--- src/rtl/display_arb_pkg.sv ---
`default_nettype none
// +----------------------------------------------------------------------------+
// | display_arb_pkg : shared constants for the display update arbiter          |
// | Revision 1.0 - initial release                                             |
// +----------------------------------------------------------------------------+
package display_arb_pkg;

  localparam int DEF_DATA_W = 16;

  localparam logic [1:0] SEL_RED   = 2'd0;
  localparam logic [1:0] SEL_GREEN = 2'd1;
  localparam logic [1:0] SEL_SEG   = 2'd2;
  localparam logic [1:0] SEL_ALL   = 2'd3;

  typedef logic [0:0] arb_state_t;
  localparam arb_state_t ST_IDLE  = 1'b0;
  localparam arb_state_t ST_WRITE = 1'b1;

endpackage
`default_nettype wire

--- src/rtl/rr_arb2.sv ---
`default_nettype none
// +----------------------------------------------------------------------------+
// | rr_arb2 : two-way round-robin pick with its pointer register               |
// | Revision 1.0 - initial release                                             |
// +----------------------------------------------------------------------------+
module rr_arb2 (
  input  logic       clk,
  input  logic       rst_n,
  input  logic [1:0] valid,
  input  logic       advance,
  input  logic       granted,
  output logic       winner,
  output logic       any_valid
);

  logic ptr;

  // After a completed grant the other requester gets first refusal.
  always_ff @(posedge clk or negedge rst_n) begin
    if (!rst_n) begin
      ptr <= 1'b0;
    end else if (advance) begin
      ptr <= ~granted;
    end
  end

  assign any_valid = |valid;
  assign winner    = valid[ptr] ? ptr : ~ptr;

endmodule
`default_nettype wire

--- src/rtl/display_update_arbiter.sv ---
`default_nettype none
// +----------------------------------------------------------------------------+
// | display_update_arbiter : round-robin shared indicator writes, vsync-latched |
// | Optional macro ARB_FORCE_UPDATE_EN adds a forced-update timeout.            |
// | Revision 1.0 - initial release                                             |
// +----------------------------------------------------------------------------+
module display_update_arbiter
  import display_arb_pkg::*;
#(
  parameter int DATA_W           = DEF_DATA_W,
  parameter bit VSYNC_ACTIVE_LOW = 1'b1,
  parameter int WD_CYCLES        = 2000000
) (
  input  logic              clk_video,
  input  logic              reset_n,
  input  logic              req0_valid,
  input  logic [1:0]        req0_sel,
  input  logic [DATA_W-1:0] req0_data,
  output logic              req0_ready,
  input  logic              req1_valid,
  input  logic [1:0]        req1_sel,
  input  logic [DATA_W-1:0] req1_data,
  output logic              req1_ready,
  input  logic              vsync,
  output logic [DATA_W-1:0] red_leds,
  output logic [DATA_W-1:0] green_leds,
  output logic [DATA_W-1:0] segments,
  output logic              pending,
  output logic              last_grant
);

  localparam logic VS_ACT = VSYNC_ACTIVE_LOW ? 1'b0 : 1'b1;

  arb_state_t        state;
  logic              win;
  logic              pick;
  logic              any_valid;
  logic              wr_en;
  logic [1:0]        wr_sel;
  logic [DATA_W-1:0] wr_data;
  logic [DATA_W-1:0] shadow_red, shadow_green, shadow_seg;
  logic              vsync_q;
  logic              vs_edge;
  logic              wd_fire;
  logic              copy;

  assign req0_ready = (state == ST_WRITE) && !win && req0_valid;
  assign req1_ready = (state == ST_WRITE) &&  win && req1_valid;
  assign wr_en      = req0_ready | req1_ready;
  assign wr_sel     = win ? req1_sel  : req0_sel;
  assign wr_data    = win ? req1_data : req0_data;

  rr_arb2 u_rr (
    .clk       (clk_video),
    .rst_n     (reset_n),
    .valid     ({req1_valid, req0_valid}),
    .advance   (wr_en),
    .granted   (win),
    .winner    (pick),
    .any_valid (any_valid)
  );

  assign vs_edge = (vsync == VS_ACT) && (vsync_q != VS_ACT);
  // Live registers sample the shadows before any same-cycle write lands.
  assign copy    = pending && (vs_edge || wd_fire);

`ifdef ARB_FORCE_UPDATE_EN
  localparam int WD_W = (WD_CYCLES > 1) ? $clog2(WD_CYCLES) : 1;
  logic [WD_W-1:0] wd_cnt;

  assign wd_fire = pending && (wd_cnt == WD_W'(WD_CYCLES - 1));

  always_ff @(posedge clk_video or negedge reset_n) begin
    if (!reset_n) begin
      wd_cnt <= '0;
    end else if (!pending || vs_edge || wd_fire) begin
      wd_cnt <= '0;
    end else begin
      wd_cnt <= wd_cnt + 1'b1;
    end
  end
`else
  // Timeout absent: only a vsync edge ever publishes the shadows.
  assign wd_fire = (WD_CYCLES < 0);
`endif

  always_ff @(posedge clk_video or negedge reset_n) begin
    if (!reset_n) begin
      state <= ST_IDLE;
      win   <= 1'b0;
    end else if (state == ST_IDLE) begin
      if (any_valid) begin
        state <= ST_WRITE;
        win   <= pick;
      end
    end else begin
      state <= ST_IDLE;
    end
  end

  always_ff @(posedge clk_video or negedge reset_n) begin
    if (!reset_n) begin
      shadow_red   <= '0;
      shadow_green <= '0;
      shadow_seg   <= '0;
      red_leds     <= '0;
      green_leds   <= '0;
      segments     <= '0;
      pending      <= 1'b0;
      last_grant   <= 1'b0;
      vsync_q      <= ~VS_ACT;
    end else begin
      vsync_q <= vsync;
      if (copy) begin
        red_leds   <= shadow_red;
        green_leds <= shadow_green;
        segments   <= shadow_seg;
      end
      if (wr_en) begin
        if (wr_sel == SEL_RED   || wr_sel == SEL_ALL) shadow_red   <= wr_data;
        if (wr_sel == SEL_GREEN || wr_sel == SEL_ALL) shadow_green <= wr_data;
        if (wr_sel == SEL_SEG   || wr_sel == SEL_ALL) shadow_seg   <= wr_data;
        pending    <= 1'b1;
        last_grant <= win;
      end else if (copy) begin
        pending <= 1'b0;
      end
    end
  end

endmodule
`default_nettype wire
--- config.mk ---
export PLATFORM = sky130hd
export DESIGN_NAME = display_update_arbiter
export DESIGN_NICKNAME = d
export VERILOG_FILES = /design/src/rtl/display_arb_pkg.sv /design/src/rtl/rr_arb2.sv /design/src/rtl/display_update_arbiter.sv
export SDC_FILE = /design/constraint.sdc
export NUM_CORES = 1
export LEC_CHECK = 0
export BUFFER_PORTS_ARGS = -buffer_cell sky130_fd_sc_hd__buf_2
export CAP_MARGIN = 20
export CORE_MARGIN = 1.5
export CORE_UTILIZATION = 57
export CTS_BUF_LIST = sky130_fd_sc_hd__clkbuf_4 sky130_fd_sc_hd__clkbuf_8 sky130_fd_sc_hd__clkbuf_16
export CTS_CLUSTER_DIAMETER = 100
export DETAILED_ROUTE_END_ITERATION = 8
export PLACE_DENSITY = 0.84
export RECOVER_POWER = 50
export SYNTH_ARGS = -nofsm -noshare
export SYNTH_HDL_FRONTEND = slang
export SYNTH_SLANG_ARGS = --single-unit
--- constraint.sdc ---
create_clock -name clk_video -period 2.7 [get_ports clk_video]
set_input_delay 0.54 -clock clk_video [delete_from_list [all_inputs] [get_ports clk_video]]
set_output_delay 0.54 -clock clk_video [all_outputs]
set_load 0.005 [all_outputs]
Yosys cells after proc, flatten, opt, wreduce, memory -nomap -nowiden
Cells that the tools add are included.
Cells by class
  shift-type cells: 0
  $add $sub $neg: 0
  multiply operators: 0
  $lt $le $gt $ge: 1
  mux-type cells: 9
  equality and inequality tests: 3
  reductions and logical operators: 17
  divide/modulo/power cells: 0
  bitwise operators: 5
Operators by type and width (number)
  $mux 16: 1
  $reduce_and 2->1: 4
  $mux 1: 7
  $logic_and 1x1->1: 6
  $eq 2x2->1 const B: 2
  $not 1->1: 4
  $logic_or 1x1->1: 3
  $eq 2x1->1 const B: 1
  $logic_not 2->1: 1
  $lt 1x2->1 const B: 1
  $mux 2: 1
  $reduce_bool 2->1: 1
  $reduce_or 2->1: 1
  $logic_not 1->1: 1
  $or 1x1->1: 1
Word-level totals
  logic and storage cells: 47
  memory bits (writable): 0
  output and inout port bits: 52
  bits in read-only memories: 0
  latch bits: 0
  input port bits: 41
  register bits: 102
  memories: 0

Logic depth before layout (Yosys ltp)
  depth in word-level cells: 5
  depth in mapped cells: 5
  depth with buffers taken out: 3

Hierarchy
From an unflattened synthesis, not the netlist that was laid out.
Unflattened totals
  cell total of the unflattened synthesis: 251
  area total of the unflattened synthesis: 4184.0 um^2
Modules (own cells, without submodules)
  display_update_arbiter: seq. area each 2528.7 um^2, area each 4126.5 um^2, times used 1, cells an instance 245
  rr_arb2: seq. area each 25.0 um^2, area each 57.6 um^2, times used 1, cells an instance 6

Worst setup path after synthesis
No wires, ideal clock.
  path type: input-to-reg
  from: input port req1_valid
  to: register shadow_red[10]
  data required time: 2575 ps
  buffers on the path: 1
  arrival: 1487 ps
  cell stages on the path: 4
  setup slack: 1089 ps
  library setup time: 125 ps
  cell sequence: nand3_1 o22ai_4 buf_6 mux2_2
On the way
  longest elaborated chain between the ends: 3
Ends and longest elaborated chain
  start: declaration: line display_update_arbiter.sv:20  | input logic req1_valid,
  $logic_and 1x1->1: line display_update_arbiter.sv:48  | assign req1_ready = (state == ST_WRITE) && win && req1_valid;
  $or 1x1->1: line display_update_arbiter.sv:49  | assign wr_en = req0_ready | req1_ready;
  $reduce_and 2->1 (no source line)
  end signal: assignment: line display_update_arbiter.sv:120  | if (wr_sel == SEL_RED || wr_sel == SEL_ALL) shadow_red <= wr_data;
  end: declaration: line display_update_arbiter.sv:41  | logic [DATA_W-1:0] shadow_red, shadow_green, shadow_seg;
Every way passes these cells.
A chain may end at the register's enable or synchronous reset.

Worst setup path after layout
  from: register win
  to: register shadow_red[4]
On the way
  longest elaborated chain between the ends: 5
  elaborated cells on any way between the ends: 12
  those cells by class: 1 x eq/ne; 2 x mux; 1 x bitwise; 8 x reduce/logical
Ends and longest elaborated chain
  start: declaration: line display_update_arbiter.sv:35  | logic win;
  start signal: assignment: line display_update_arbiter.sv:94  | win <= pick;
  $logic_not 1->1: line display_update_arbiter.sv:47  | assign req0_ready = (state == ST_WRITE) && !win && req0_valid;
  $logic_and 1x1->1 (2 in a row): line display_update_arbiter.sv:47
  $or 1x1->1: line display_update_arbiter.sv:49
  $reduce_and 2->1 (no source line)
Parallel ways exist; a longest one is shown, timed or not.

==> results.sh <==
export IMPL_fp_dieW_um=87.4
export IMPL_failed_checks="capacitance limit, slew limit"
export IMPL_grt_pass1_vias=2484
export IMPL_endpoint_kind="register"
export IMPL_die_h_um=87.4
export IMPL_post_drt_via_cell_ratio=5.30
export IMPL_h_tree_depth=3
export IMPL_path_class="register to register"
export IMPL_synth_cell_types=20
export IMPL_max_stage_delay_ns=0.69
export IMPL_wl_per_cell_um=16.6
export IMPL_post_route_min_period_ns=2.10
export IMPL_cp_slowest_cell="dfrtp_1"
export IMPL_io_pin_count=93
export IMPL_hold_viol=0
export IMPL_cp_max_fo=16
export IMPL_max_freq_mhz=475
export IMPL_vdd_drop_max_uv=551
export IMPL_critical_path_startpoint_type="register"
export IMPL_overflow=0
export IMPL_place_congestion=0.806
export IMPL_grt_max_degree=53
export IMPL_ys_top_cells_by_area="dfrtp_1, mux2_2, nand3b_1, dfstp_2, buf_6"
export IMPL_yosysSeqAreaShare_pct=62.9
export IMPL_avgSynthCellArea_um2=16.1
export IMPL_via_count=2383
export IMPL_dpl_hpwl_mm=5.13
export IMPL_rows=30
export IMPL_yosysTopAreaCellShare_pct=62.2
export IMPL_coreArea_um2=6830
export IMPL_arrival_ns=2.34
export IMPL_cts_hold_buffers_added=0
export IMPL_cts_sinks=102
export IMPL_dieArea_um2=7640
export IMPL_synth_fp_nets=293
export IMPL_rsz0062_at_grt="false"
export IMPL_synth_cells=252
export IMPL_cts_tree="built"
export IMPL_routed_wirelength_mm=7.46
export IMPL_yosysWarnings=0
export IMPL_clkTransAtPathRegs_ns=0.09
export IMPL_drt_iter0_drc=79
export IMPL_antenna_cells=0
export IMPL_layout_common_cells="mux2_2, dfrtp_1, buf_2, clkbuf_1, clkbuf_8"
export IMPL_insertion_delay_ns=0.35
export IMPL_skew_ns=0.00888
export IMPL_max_clock_path_buffers=2
export IMPL_yosys_register_bits=102
export IMPL_layout_cells_non_filler=450
export IMPL_port_buffer_count=92
export IMPL_p_per_area_nw_per_um2=1040
export IMPL_dpl_cell_count=435
export IMPL_final_common_cell="mux2_2"
export IMPL_finalSetupViolations=0
export IMPL_maxSlewViolCount=33
export IMPL_grt_pass1_wl_mm=12.3
export IMPL_crit_required_ns=2.93
export IMPL_drc=0
export IMPL_crit_chain="nand3_1 -> o22ai_4 -> mux2_2"
export IMPL_cts_resized=0
export IMPL_maxCapViolCount=1
export IMPL_start_util_pct=59.4
export IMPL_cts_root_buf="clkbuf_8"
export IMPL_leakage_nw=2.21
export IMPL_numCtsBuffers=9
export IMPL_syn2layout_area_growth_pct=17.6
export IMPL_drtPass1Iterations=4
export IMPL_antenna_found_initial=0
export IMPL_finalCritPeriodShare_pct=77.9
export IMPL_min_path_type="input pin to register"
export IMPL_ant_nets=0
export IMPL_finalSetupTns_ns=0
export IMPL_yosysTopAreaCell="dfrtp_1"
export IMPL_post_cts_setup_buffers=0
export IMPL_grtUsageTotal_pct=21.5
export IMPL_outcome="finished, violations left"
export IMPL_max_slew_margin_pct=-13.9
export IMPL_drive_gt1_share_pct=61.0
export IMPL_synth_cell_area_um2=4060
export IMPL_whs_ns=0.292
export IMPL_tightest_slew_ns=1.71
export IMPL_finalNetCount=391
[metrics by stage]
| step | area, um^2 | power [W] | utilization (%) | setup slack [ns] |
|---|---|---|---|---|
| CTS | 4790 | 0.00505 | 70.2 | 0.597 |
| detailed placement | 4630 | 0.00421 | 67.7 | 0.599 |
| global route | 4770 | 0.00532 | 69.9 | 0.438 |
| global placement | 4630 | 0.00411 | 67.7 | 0.720 |
| floorplan | 4060 | 0.00353 | - | 1.09 |
| finish | 4770 | 0.00498 | 69.9 | 0.596 |
[metal layers]
layer  global-route usage (%)  wire length [um]  part of all wire [%]
met3                     3.13               254                   3.4
met5                        0                 0                     0
met4                     8.51               148                   2.0
met2                     36.5              3880                    52
met1                     27.9              3170                    43
[cell type report]
class / count / area [um^2]
sequential: 102 / 2550
fill: 504 / 2060
multi-input combinational: 136 / 1430
timing repair buffer: 97 / 493
clock buffer: 10 / 131
tap: 96 / 120
clock inverter: 5 / 35.0
inverter: 4 / 15.0
[critical path: cells and delay by family (launching register included)]
kind,cells,cell delay (ns)
mux,1,0.41
simple gates,1,0.31
flops,1,0.69
compound gates,1,0.58
[state kept, by name, indices dropped and copies added (netlist names)]
register,count
u_rr.ptr,1
shadow_green,16
segments,16
shadow_red,16
state,1
win,1
shadow_seg,16
vsync_q,1
green_leds,16
pending,1
last_grant,1
red_leds,16
[report_power, final]
part	leakage [nW]	internal, W	total (W)	switching, W
Combinational	0.910	0.000918	0.00146	0.000546
Clock	0.0863	0.000344	0.000831	0.000487
Sequential	1.22	0.00228	0.00268	0.000405
Total	2.21	0.00354	0.00498	0.00144
[synth_stat cells]
library cell	number
dfrtp_1	101
buf_6	2
buf_2	4
a21oi_2	1
nand2_1	5
nand3b_1	4
nor2_1	2
buf_4	2
clkbuf_1	2
a21oi_4	1
o21ai_0	2
dfstp_2	1
a31oi_1	1
nand3_1	3
inv_1	4
xor2_1	2
a21oi_1	1
mux2_2	112
o22ai_4	1
mux2i_1	1
[logic make-up after synthesis]
kind of cell    share of synthesized area [%]
compound gates                           1.63
xor+xnor                                0.432
buf+inv                                  1.97
flops                                    62.9
mux                                      31.3
simple gates                             1.76
[path summary, 6_finish.rpt]
path | from | depth (start not counted) | slack, ns | end
worst max-delay path | win$_DFFE_PN0P_ | 3 | 0.60 | shadow_red[4]$_DFFE_PN0P_
worst min-delay path | vsync | 1 | 0.29 | vsync_q$_DFF_PN1_
worst max register to register | win$_DFFE_PN0P_ | 3 | 0.60 | shadow_red[4]$_DFFE_PN0P_
worst min register to register | last_grant$_DFFE_PN0P_ | 2 | 0.50 | last_grant$_DFFE_PN0P_
max in group asynchronous | reset_n | 2 | 0.82 | shadow_green[14]$_DFFE_PN0P_
min in group asynchronous | reset_n | 1 | 0.63 | segments[3]$_DFFE_PN0P_
(Power assumes the default switching activity.)
